File: src/rtl/imem_load_ctrl_pkg.sv
// -----------------------------------------------------------------------------
// imem_load_ctrl_pkg
//  Shared definitions for the instruction-memory load controller: default
//  geometry, the halt opcode (also the imem fill value), the controller state
//  encoding and an address-width helper.
// -----------------------------------------------------------------------------
package imem_load_ctrl_pkg;

   localparam int          NB_INST_DEF   = 32;
   localparam int          NB_BYTE_DEF   = 8;
   localparam int          MEM_SIZEB_DEF = 128;
   localparam logic [31:0] HALT_WORD_DEF = 32'hF800_0000;

   typedef enum logic [1:0] {
      ST_IDLE  = 2'd0,
      ST_CLEAR = 2'd1,
      ST_LOAD  = 2'd2,
      ST_RUN   = 2'd3
   } state_e;

   // Word-address width for a memory of 'depth' words (at least one bit).
   function automatic int addr_width(input int depth);
      return (depth > 1) ? $clog2(depth) : 1;
   endfunction

endpackage

File: src/rtl/imem_load_ctrl_if.sv
// -----------------------------------------------------------------------------
// imem_load_ctrl_if
//  Instruction-memory port shared by the load controller and the imem.
//  Signals:
//   mem_we    write enable, one-cycle pulse per written word
//   mem_re    read enable for instruction fetch
//   mem_addr  word address
//   mem_wdata write data
//  Modports: master = controller (drives the port), slave = memory.
// -----------------------------------------------------------------------------
interface imem_load_ctrl_if #(
   parameter int NB_INST = 32,
   parameter int ADDRW   = 7
);

   logic               mem_we;
   logic               mem_re;
   logic [ADDRW-1:0]   mem_addr;
   logic [NB_INST-1:0] mem_wdata;

   modport master (output mem_we, mem_re, mem_addr, mem_wdata);
   modport slave  (input  mem_we, mem_re, mem_addr, mem_wdata);

endinterface

File: src/rtl/imem_load_ctrl_byte_packer.sv
// -----------------------------------------------------------------------------
// imem_load_ctrl_byte_packer
//  Packs a big-endian byte stream into words: the first byte of a word lands
//  in the most significant position. Emits the finished word together with a
//  one-cycle word_valid in the cycle after its last byte is accepted.
//  Ports:
//   i_clk, i_reset   clock, asynchronous active-high reset
//   i_clear          discard the partial word and restart at byte 0
//   i_byte_valid     accept i_byte this cycle
//   i_byte           stream byte
//   o_word           last completed word (held until the next one)
//   o_word_valid     one-cycle pulse: o_word is new
// -----------------------------------------------------------------------------
module imem_load_ctrl_byte_packer #(
   parameter int NB_INST = 32,
   parameter int NB_BYTE = 8
) (
   input  logic               i_clk,
   input  logic               i_reset,
   input  logic               i_clear,
   input  logic               i_byte_valid,
   input  logic [NB_BYTE-1:0] i_byte,
   output logic [NB_INST-1:0] o_word,
   output logic               o_word_valid
);

   localparam int NB_PER_WORD = NB_INST / NB_BYTE;
   localparam int IDXW        = $clog2(NB_PER_WORD);
   localparam logic [IDXW-1:0] LAST_IDX = IDXW'(NB_PER_WORD - 1);

   logic [IDXW-1:0]            idx_q;
   // Holds the leading bytes of the word being assembled; the final byte goes
   // straight into o_word, so a new word can start while o_word is on the bus.
   logic [NB_INST-NB_BYTE-1:0] asm_q;

   // NOTE: state is updated with non-blocking assignments so every register
   // samples the pre-edge values, independent of statement order.
   always_ff @(posedge i_clk or posedge i_reset) begin
      if (i_reset) begin
         // NOTE: the assembly register is small and datapath-visible, so it is
         // reset explicitly; the imem itself is never reset by this block.
         idx_q        <= '0;
         asm_q        <= '0;
         o_word       <= '0;
         o_word_valid <= 1'b0;
      end else if (i_clear) begin
         idx_q        <= '0;
         asm_q        <= '0;
         o_word_valid <= 1'b0;
      end else begin
         o_word_valid <= 1'b0;
         if (i_byte_valid) begin
            asm_q <= {asm_q[NB_INST-2*NB_BYTE-1:0], i_byte};
            if (idx_q == LAST_IDX) begin
               o_word       <= {asm_q, i_byte};
               o_word_valid <= 1'b1;
               idx_q        <= '0;
            end else begin
               idx_q <= idx_q + 1'b1;
            end
         end
      end
   end

endmodule

File: src/rtl/imem_load_ctrl.sv
// -----------------------------------------------------------------------------
// imem_load_ctrl
//  Owns the instruction-memory port. On i_load_start it loads a program from a
//  byte stream (debug UART RX) into imem at sequential word addresses from 0,
//  stops on the halt word or when the memory is full, then hands the port to
//  instruction fetch and enables the pipeline.
//  Build option: define IMEM_CLEAR_EN to fill imem with HALT_WORD (CLEAR state)
//  before every load; without it the load starts directly and stale words
//  beyond the new program remain.
//  Ports:
//   i_clk, i_reset   clock, asynchronous active-high reset
//   i_load_start     pulse: start or restart a program load
//   i_rx_valid/data  stream byte, at most one per cycle
//   i_fetch_en       fetch read request (honoured in RUN only)
//   i_pc_addr        fetch word address
//   mem              imem port (we/re/addr/wdata), master side
//   o_loading        high in CLEAR/LOAD
//   o_pipe_en        high while in RUN (registered)
//   o_word_count     words written in the current load
//   o_overflow       sticky: memory filled before a halt word arrived
// -----------------------------------------------------------------------------
module imem_load_ctrl
   import imem_load_ctrl_pkg::*;
#(
   parameter int                 NB_INST   = NB_INST_DEF,
   parameter int                 NB_BYTE   = NB_BYTE_DEF,
   parameter int                 MEM_SIZEB = MEM_SIZEB_DEF,
   parameter logic [NB_INST-1:0] HALT_WORD = HALT_WORD_DEF,
   localparam int                ADDRW     = addr_width(MEM_SIZEB)
) (
   input  logic               i_clk,
   input  logic               i_reset,
   input  logic               i_load_start,
   input  logic               i_rx_valid,
   input  logic [NB_BYTE-1:0] i_rx_data,
   input  logic               i_fetch_en,
   input  logic [ADDRW-1:0]   i_pc_addr,
   imem_load_ctrl_if.master   mem,
   output logic               o_loading,
   output logic               o_pipe_en,
   output logic [ADDRW:0]     o_word_count,
   output logic               o_overflow
);

   localparam logic [ADDRW-1:0] LAST_ADDR = ADDRW'(MEM_SIZEB - 1);

`ifdef IMEM_CLEAR_EN
   localparam state_e START_ST = ST_CLEAR;
`else
   localparam state_e START_ST = ST_LOAD;
`endif

   state_e             state_q, state_d;
   logic [ADDRW-1:0]   ptr_q;
   logic [ADDRW:0]     count_q;
   logic               ovf_q;
   logic               pipe_en_q;

   logic               byte_accept;
   logic [NB_INST-1:0] word;
   logic               word_valid;
   logic               word_done;
   logic               last_slot;

   // A restart in the same cycle as a byte drops that byte.
   assign byte_accept = i_rx_valid && (state_q == ST_LOAD) && !i_load_start;

   imem_load_ctrl_byte_packer #(
      .NB_INST (NB_INST),
      .NB_BYTE (NB_BYTE)
   ) u_packer (
      .i_clk        (i_clk),
      .i_reset      (i_reset),
      .i_clear      (i_load_start),
      .i_byte_valid (byte_accept),
      .i_byte       (i_rx_data),
      .o_word       (word),
      .o_word_valid (word_valid)
   );

   // A packed word is on the bus this cycle (completes even if a restart
   // arrives in the same cycle).
   assign word_done = word_valid && (state_q == ST_LOAD);
   assign last_slot = (ptr_q == LAST_ADDR);

   always_ff @(posedge i_clk or posedge i_reset) begin
      if (i_reset) begin
         state_q <= ST_IDLE;
      end else begin
         state_q <= state_d;
      end
   end

   always_comb begin
      // NOTE: every combinational output gets a default first, so no path can
      // leave it unassigned and infer a latch.
      state_d = state_q;
      if (i_load_start) begin
         state_d = START_ST;
      end else begin
         case (state_q)
            ST_CLEAR: if (last_slot) state_d = ST_LOAD;
            ST_LOAD:  if (word_done && (word == HALT_WORD || last_slot)) state_d = ST_RUN;
            default:  state_d = state_q;
         endcase
      end
   end

   // Pointer, count, overflow flag and the registered pipeline enable.
   always_ff @(posedge i_clk or posedge i_reset) begin
      if (i_reset) begin
         ptr_q     <= '0;
         count_q   <= '0;
         ovf_q     <= 1'b0;
         pipe_en_q <= 1'b0;
      end else begin
         pipe_en_q <= (state_d == ST_RUN);
         if (i_load_start) begin
            ptr_q   <= '0;
            count_q <= '0;
            ovf_q   <= 1'b0;
         end else if (state_q == ST_CLEAR) begin
            ptr_q <= last_slot ? '0 : ptr_q + 1'b1;
         end else if (word_done) begin
            count_q <= count_q + 1'b1;
            // The pointer parks on the last slot instead of wrapping.
            if (last_slot) begin
               ovf_q <= (word != HALT_WORD);
            end else begin
               ptr_q <= ptr_q + 1'b1;
            end
         end
      end
   end

   // imem port mux: the loader owns the address in CLEAR/LOAD, fetch in RUN.
   always_comb begin
      mem.mem_we    = 1'b0;
      mem.mem_addr  = '0;
      mem.mem_wdata = word;
      case (state_q)
         ST_CLEAR: begin
            mem.mem_we    = 1'b1;
            mem.mem_addr  = ptr_q;
            mem.mem_wdata = HALT_WORD;
         end
         ST_LOAD: begin
            mem.mem_we   = word_done;
            mem.mem_addr = ptr_q;
         end
         ST_RUN: begin
            mem.mem_addr = i_pc_addr;
         end
         default: begin
            mem.mem_addr = '0;
         end
      endcase
   end

   // Same-cycle read enable: imem samples the request on the falling edge.
   assign mem.mem_re   = i_fetch_en && (state_q == ST_RUN);
   assign o_loading    = (state_q == ST_CLEAR) || (state_q == ST_LOAD);
   assign o_pipe_en    = pipe_en_q;
   assign o_word_count = count_q;
   assign o_overflow   = ovf_q;

endmodule
File: src/flat_wrapper.sv
// flat-port wrapper written by rule: the top's interface ports become plain ports
module imem_load_ctrl_flat import imem_load_ctrl_pkg::*;
#(
   parameter int                 NB_INST   = NB_INST_DEF,
   parameter int                 NB_BYTE   = NB_BYTE_DEF,
   parameter int                 MEM_SIZEB = MEM_SIZEB_DEF,
   parameter logic [NB_INST-1:0] HALT_WORD = HALT_WORD_DEF,
   localparam int                ADDRW     = addr_width(MEM_SIZEB)
)
  (i_clk, i_reset, i_load_start, i_rx_valid, i_rx_data, i_fetch_en, i_pc_addr, o_loading, o_pipe_en, o_word_count, o_overflow, mem_mem_we, mem_mem_re, mem_mem_addr, mem_mem_wdata);
  imem_load_ctrl_if #(.NB_INST(NB_INST)) mem_i ();
  input  logic i_clk;
  input  logic i_reset;
  input  logic i_load_start;
  input  logic i_rx_valid;
  input  logic [NB_BYTE-1:0] i_rx_data;
  input  logic i_fetch_en;
  input  logic [ADDRW-1:0] i_pc_addr;
  output logic o_loading;
  output logic o_pipe_en;
  output logic [ADDRW:0] o_word_count;
  output logic o_overflow;
  output wire logic [$bits(mem_i.mem_we)-1:0] mem_mem_we;
  output wire logic [$bits(mem_i.mem_re)-1:0] mem_mem_re;
  output wire logic [$bits(mem_i.mem_addr)-1:0] mem_mem_addr;
  output wire logic [$bits(mem_i.mem_wdata)-1:0] mem_mem_wdata;
  assign mem_mem_we = mem_i.mem_we;
  assign mem_mem_re = mem_i.mem_re;
  assign mem_mem_addr = mem_i.mem_addr;
  assign mem_mem_wdata = mem_i.mem_wdata;
  imem_load_ctrl #(.NB_INST(NB_INST), .NB_BYTE(NB_BYTE), .MEM_SIZEB(MEM_SIZEB), .HALT_WORD(HALT_WORD)) u_core (.i_clk(i_clk), .i_reset(i_reset), .i_load_start(i_load_start), .i_rx_valid(i_rx_valid), .i_rx_data(i_rx_data), .i_fetch_en(i_fetch_en), .i_pc_addr(i_pc_addr), .mem(mem_i), .o_loading(o_loading), .o_pipe_en(o_pipe_en), .o_word_count(o_word_count), .o_overflow(o_overflow));
endmodule
File: config.mk
export PLATFORM = sky130hd
export DESIGN_NAME = imem_load_ctrl_flat
export DESIGN_NICKNAME = d
export VERILOG_FILES = /design/src/rtl/imem_load_ctrl_pkg.sv /design/src/rtl/imem_load_ctrl_if.sv /design/src/rtl/imem_load_ctrl_byte_packer.sv /design/src/rtl/imem_load_ctrl.sv /design/src/flat_wrapper.sv
export SDC_FILE = /design/constraint.sdc
export NUM_CORES = 1
export LEC_CHECK = 0
export CAP_MARGIN = 30
export CORE_UTILIZATION = 42
export DETAILED_ROUTE_END_ITERATION = 8
export PLACE_DENSITY = 0.71
export SLEW_MARGIN = 10
export SYNTH_ARGS = -nofsm -noshare
export SYNTH_HDL_FRONTEND = slang
export SYNTH_SLANG_ARGS = --single-unit
File: constraint.sdc
create_clock -name i_clk -period 3.3 [get_ports i_clk]
set_clock_uncertainty 0.2 [all_clocks]
set_input_delay 0.66 -clock i_clk [delete_from_list [all_inputs] [get_ports i_clk]]
set_output_delay 0.66 -clock i_clk [all_outputs]
set_load 0.1 [all_outputs]
# After elaboration in Yosys (flattened, before gate mapping)
# Cells that the tools add are included.
# op_classes
addsub	3
eq_ne	10
mux	27
n_bitwise	1
n_reduce_logical	17
# op_table
cell	n
$mux 24	2
$mux 7	5
$eq 32x32->1 const B	1
$mux 32	1
$ne 32x32->1 const B	1
$mux 8	3
$pmux 7 s2	1
$mux 2	6
$add 8x1->8 const B	1
$eq 2x2->1 const B	4
$add 7x1->7 const B	1
$eq 7x7->1 const B	1
$mux 1	7
$reduce_and 3->1	2
$reduce_bool 2->1	3
$logic_and 1x1->1	5
$pmux 2 s2	1
$reduce_and 2->1	2
$ne 3x3->1 const B	1
$reduce_bool 3->1	1
$add 2x1->2 const B	1
$eq 2x1->1 const B	1
$logic_or 1x1->1	2
$ne 2x2->1 const B	1
4 further kinds	4
# word_totals
register_bits	78
input_bits	20
word_cells	67

# Longest topological paths before layout
# logic_depth
depth_word	7
mapped_depth	8
depth_no_buf	6

# Modules after synthesis
# A second synthesis with hierarchy kept.
# unflattened
hier_cells	335
hier_area_um2	3942.5
# by_module_without_submodules
mod	instances	cells_per_inst	area_each_um2
imem_load_ctrl_byte_packer	1	156	2417.3
imem_load_ctrl	1	179	1525.2

# Worst setup path before layout
# Ideal clock, no wire load.
# synth_timing
kind	reg2out
startpoint	register u_core.state_q[1]
endpoint	output port mem_mem_addr[2]
arrival_ns	3.021
path_slack_ns	-0.581
stages_incl_launch_ff	6
path_buffers	1
path_cell_list	dfrtp_1 -> inv_1 -> ha_1 -> buf_2 -> a22oi_1 -> nor2_1
# synth_via
elab_chain_len	3
word_cells_on_any_way	5
# synth_lines
element	line	rtl
from (decl)	imem_load_ctrl.sv:53	state_e state_q, state_d;
from (signal assigned)	imem_load_ctrl.sv:90	state_q <= state_d;
$eq 2x1->1 / $eq 2x2->1 (equally long branches)	imem_load_ctrl.sv:141	case (state_q)
$reduce_or 2->1 (no source line)	-	
$pmux 7 s2 (*)	imem_load_ctrl.sv:141	
to (decl)	flat_wrapper.sv:25	output wire logic [$bits(mem_i.mem_addr)-1:0] mem_mem_addr;
# Mark *: on every way between the ends. The rest lies on a longest branch, timed or not.

# Worst setup path after layout
# layout_timing
startpoint	register u_core.state_q[1]
endpoint	output port mem_mem_we
# layout_via
elab_chain_len	3
word_cells_on_any_way	4
# layout_lines
element	line	rtl
$eq 2x2->1	imem_load_ctrl.sv:83, imem_load_ctrl.sv:141	
$logic_and 1x1->1	imem_load_ctrl.sv:83	assign word_done = word_valid && (state_q == ST_LOAD);
$pmux 1 s2 (*)	imem_load_ctrl.sv:141	
to (decl)	flat_wrapper.sv:23	output wire logic [$bits(mem_i.mem_we)-1:0] mem_mem_we;
# Marked as above.

==> out/qor.yml <==
pin_count: 72
ys_seq_elements: 78
synth.avg_cell_area_um2: 11.9
rsz0062_at_grt: "no"
die_w_um: 95.1
tns_ns: 0
required_ns: 2.44
cts_buffers: 9
drc_errors: 0
cp.arrival_ns: 2.05
cts_resized: 0
fin_util_pct: 61.4
grt_max_degree: 79
nNetsFinal: 402
path_class: "register to output pin"
finalHoldViolCount: 0
ant_nets: 0
cts_hold_buf: 0
fill_cells: 638
instances_no_fill: 483
synthToLayoutAreaGrowth_pct: 40.1
synthCells: 305
slew_headroom_pct: 54.2
clock_latency_ns: 0.35
cp-start-kind: "register"
finalCritPeriodShare_pct: 88.2
status: "complete, no violations"
max-clock-path-buffers: 2
cts_tree: "built"
first_iter_violations: 105
grtUsageTotal_pct: 18.9
htree_levels: 3
cts_root_buf: "clkbuf_8"
cts_setup_buffers: 0
layout_min_cycle_time_ns: 2.91
layout_common_cells: "78 x dfrtp_1, 42 x buf_12, 32 x mux2_2, 27 x nor2b_1, 26 x a22o_1"
avgViaCountPerCell: 5.45
initial_core_util_pct: 43.8
vias: 2631
cts.sinks: 78
p_comb_share_pct: 23.1
fp-row-count: 33
hp-class: "register to register"
pwr_density_cell_nw_per_um2: 444
yosys_warnings: 0
internal_power_mw: 1.58
wl_mm: 7.80
crit_fanout: 41
placed_cell_area_um2: 4900
grt_pass1_vias: 2649
grt_overflow: 0
hpwl_mm: 5.44
synth_edf_count: 0
place_worst_setup_slack_ns: 0.415
ir_worst_vdd_uv: 361
postSynth.asyncResetShare_pct: 100
p_switching_mw: 0.683
port_buffers: 71
final_common_cell: "dfrtp_1"
cp-end-kind: "output pin"
fmax_mhz: 343
drv_slew: 0
p_clk_share_pct: 31.3
setup_ws_ns: 0.388
leakagePower_nw: 2.42
grt_first_pass_wirelength_mm: 12.9
antenna_found_initial: 0
switching_share_pct: 30.2
wl_per_cell_um: 16.2
drive_gt1_share_pct: 32.5
gp_congestion: 0.793
drtPass1Iterations: 4
power_frac_seq_pct: 45.7
die_height_um: 95.1
dp.cells: 468
ys_types: 49
syn_nets: 333
clk_pin_slew_ns: 0.07
stdcell_area_um2: 5090
dieArea_um2: 9040
setup_violations: 0
seq_area_frac_synth_pct: 53.7
antennaDiodeCount: 0
coreArea_um2: 8300
ys.flop_type: "dfrtp_1"
maxCapViolCount: 0
tightest_slew_ns: 0.688
syn_area_um2: 3640
## synthesized netlist by cell type (2+ instances only)
master,instances,area (um2)
a21o_1,2,15.0
a21oi_1,8,40.0
a22o_1,26,228
a22oi_1,6,45.0
a311oi_1,2,17.5
and2_1,3,18.8
buf_1,2,7.51
buf_2,7,35.0
clkbuf_1,8,30.0
dfrtp_1,78,1950
ha_1,8,100
inv_1,5,18.8
mux2_2,32,360
mux2i_1,2,20.0
nand2_1,6,22.5
nand2_2,2,12.5
nand3_1,6,30.0
nand3b_1,2,15.0
nand4_1,3,18.8
nor2_1,22,82.6
nor2b_1,27,169
nor3_1,3,15.0
nor3b_1,2,15.0
nor4_1,7,43.8
o311a_1,2,20.0
or2_2,5,31.3
or3_1,2,12.5
xor2_1,6,52.6
## worst max-delay path, stage by stage (launching register included)
cell and delay [ns]:
dfrtp_1 0.44, inv_1 0.11, ha_1 0.14, buf_4 0.38
a21o_1 0.25, and2_1 0.20, buf_12 0.18
## registers in the layout, indices dropped and copies added, names as in the netlist
register / cells
u_core.o_overflow: 1
u_core.o_pipe_en: 1
u_core.o_word_count: 8
u_core.ptr_q: 7
u_core.state_q: 2
u_core.u_packer.asm_q: 24
u_core.u_packer.idx_q: 2
u_core.u_packer.o_word: 32
u_core.u_packer.o_word_valid: 1
## cells by family after synthesis
| family | count (synthesis) | synth area share (%) |
|---|---|---|
| xor+xnor | 7 | 1.69 |
| buf+inv | 23 | 2.72 |
| mux | 34 | 10.5 |
| fa+ha+maj | 8 | 2.75 |
| compound gates | 57 | 12.8 |
| simple gates | 98 | 16.0 |
| flops | 78 | 53.7 |
## through the flow
step	total power, mW	hold slack (ns)
floorplan	1.37	0.269
finish	2.26	0.305
detailed placement	1.58	0.291
CTS	2.28	0.308
global route	2.35	0.321
global placement	1.57	0.287
## area by class of cell
cell class | instances | area [um2] | share of cell area (%)
timing repair buffer | 76 | 1150 | 22.6
clock buffer | 12 | 155 | 3.05
clock inverter | 3 | 43.8 | 0.860
tap | 105 | 131 | 2.58
sequential | 78 | 1950 | 38.3
multi-input combinational | 204 | 1640 | 32.2
inverter | 5 | 18.8 | 0.368
## metal layers
layer	GRT usage, %	routed length (um)	up-vias
met3	5.42	364	6
met4	6.44	79	0
met1	23.8	3460	1315
li1	-	-	1241
met5	0	0	-
met2	31.3	3890	69
## path summary, 6_finish.rpt
kind,startpoint,to,slack [ns],cells after the start
worst min-delay path,u_core.u_packer.asm_q[21],u_core.u_packer.asm_q[21],0.30,1
min in group asynchronous,i_reset,u_core.o_word_count[7],0.52,3
worst min register to register,u_core.u_packer.asm_q[21],u_core.u_packer.asm_q[21],0.30,1
worst max-delay path,u_core.state_q[1],mem_mem_we,0.39,6
worst max register to register,u_core.state_q[0],u_core.u_packer.o_word[24],0.63,7
max in group asynchronous,i_reset,u_core.o_pipe_en,2.07,3
## power by group through the flow
stage	registers, mW	logic (mW)	clock network (mW)
after floorplan	1.04	0.334	0
after global placement	1.05	0.520	0
after detailed placement	1.05	0.526	0
after CTS	1.03	0.528	0.723
after global routing	1.04	0.544	0.766
final	1.03	0.522	0.708
(Power assumes the default switching activity.)
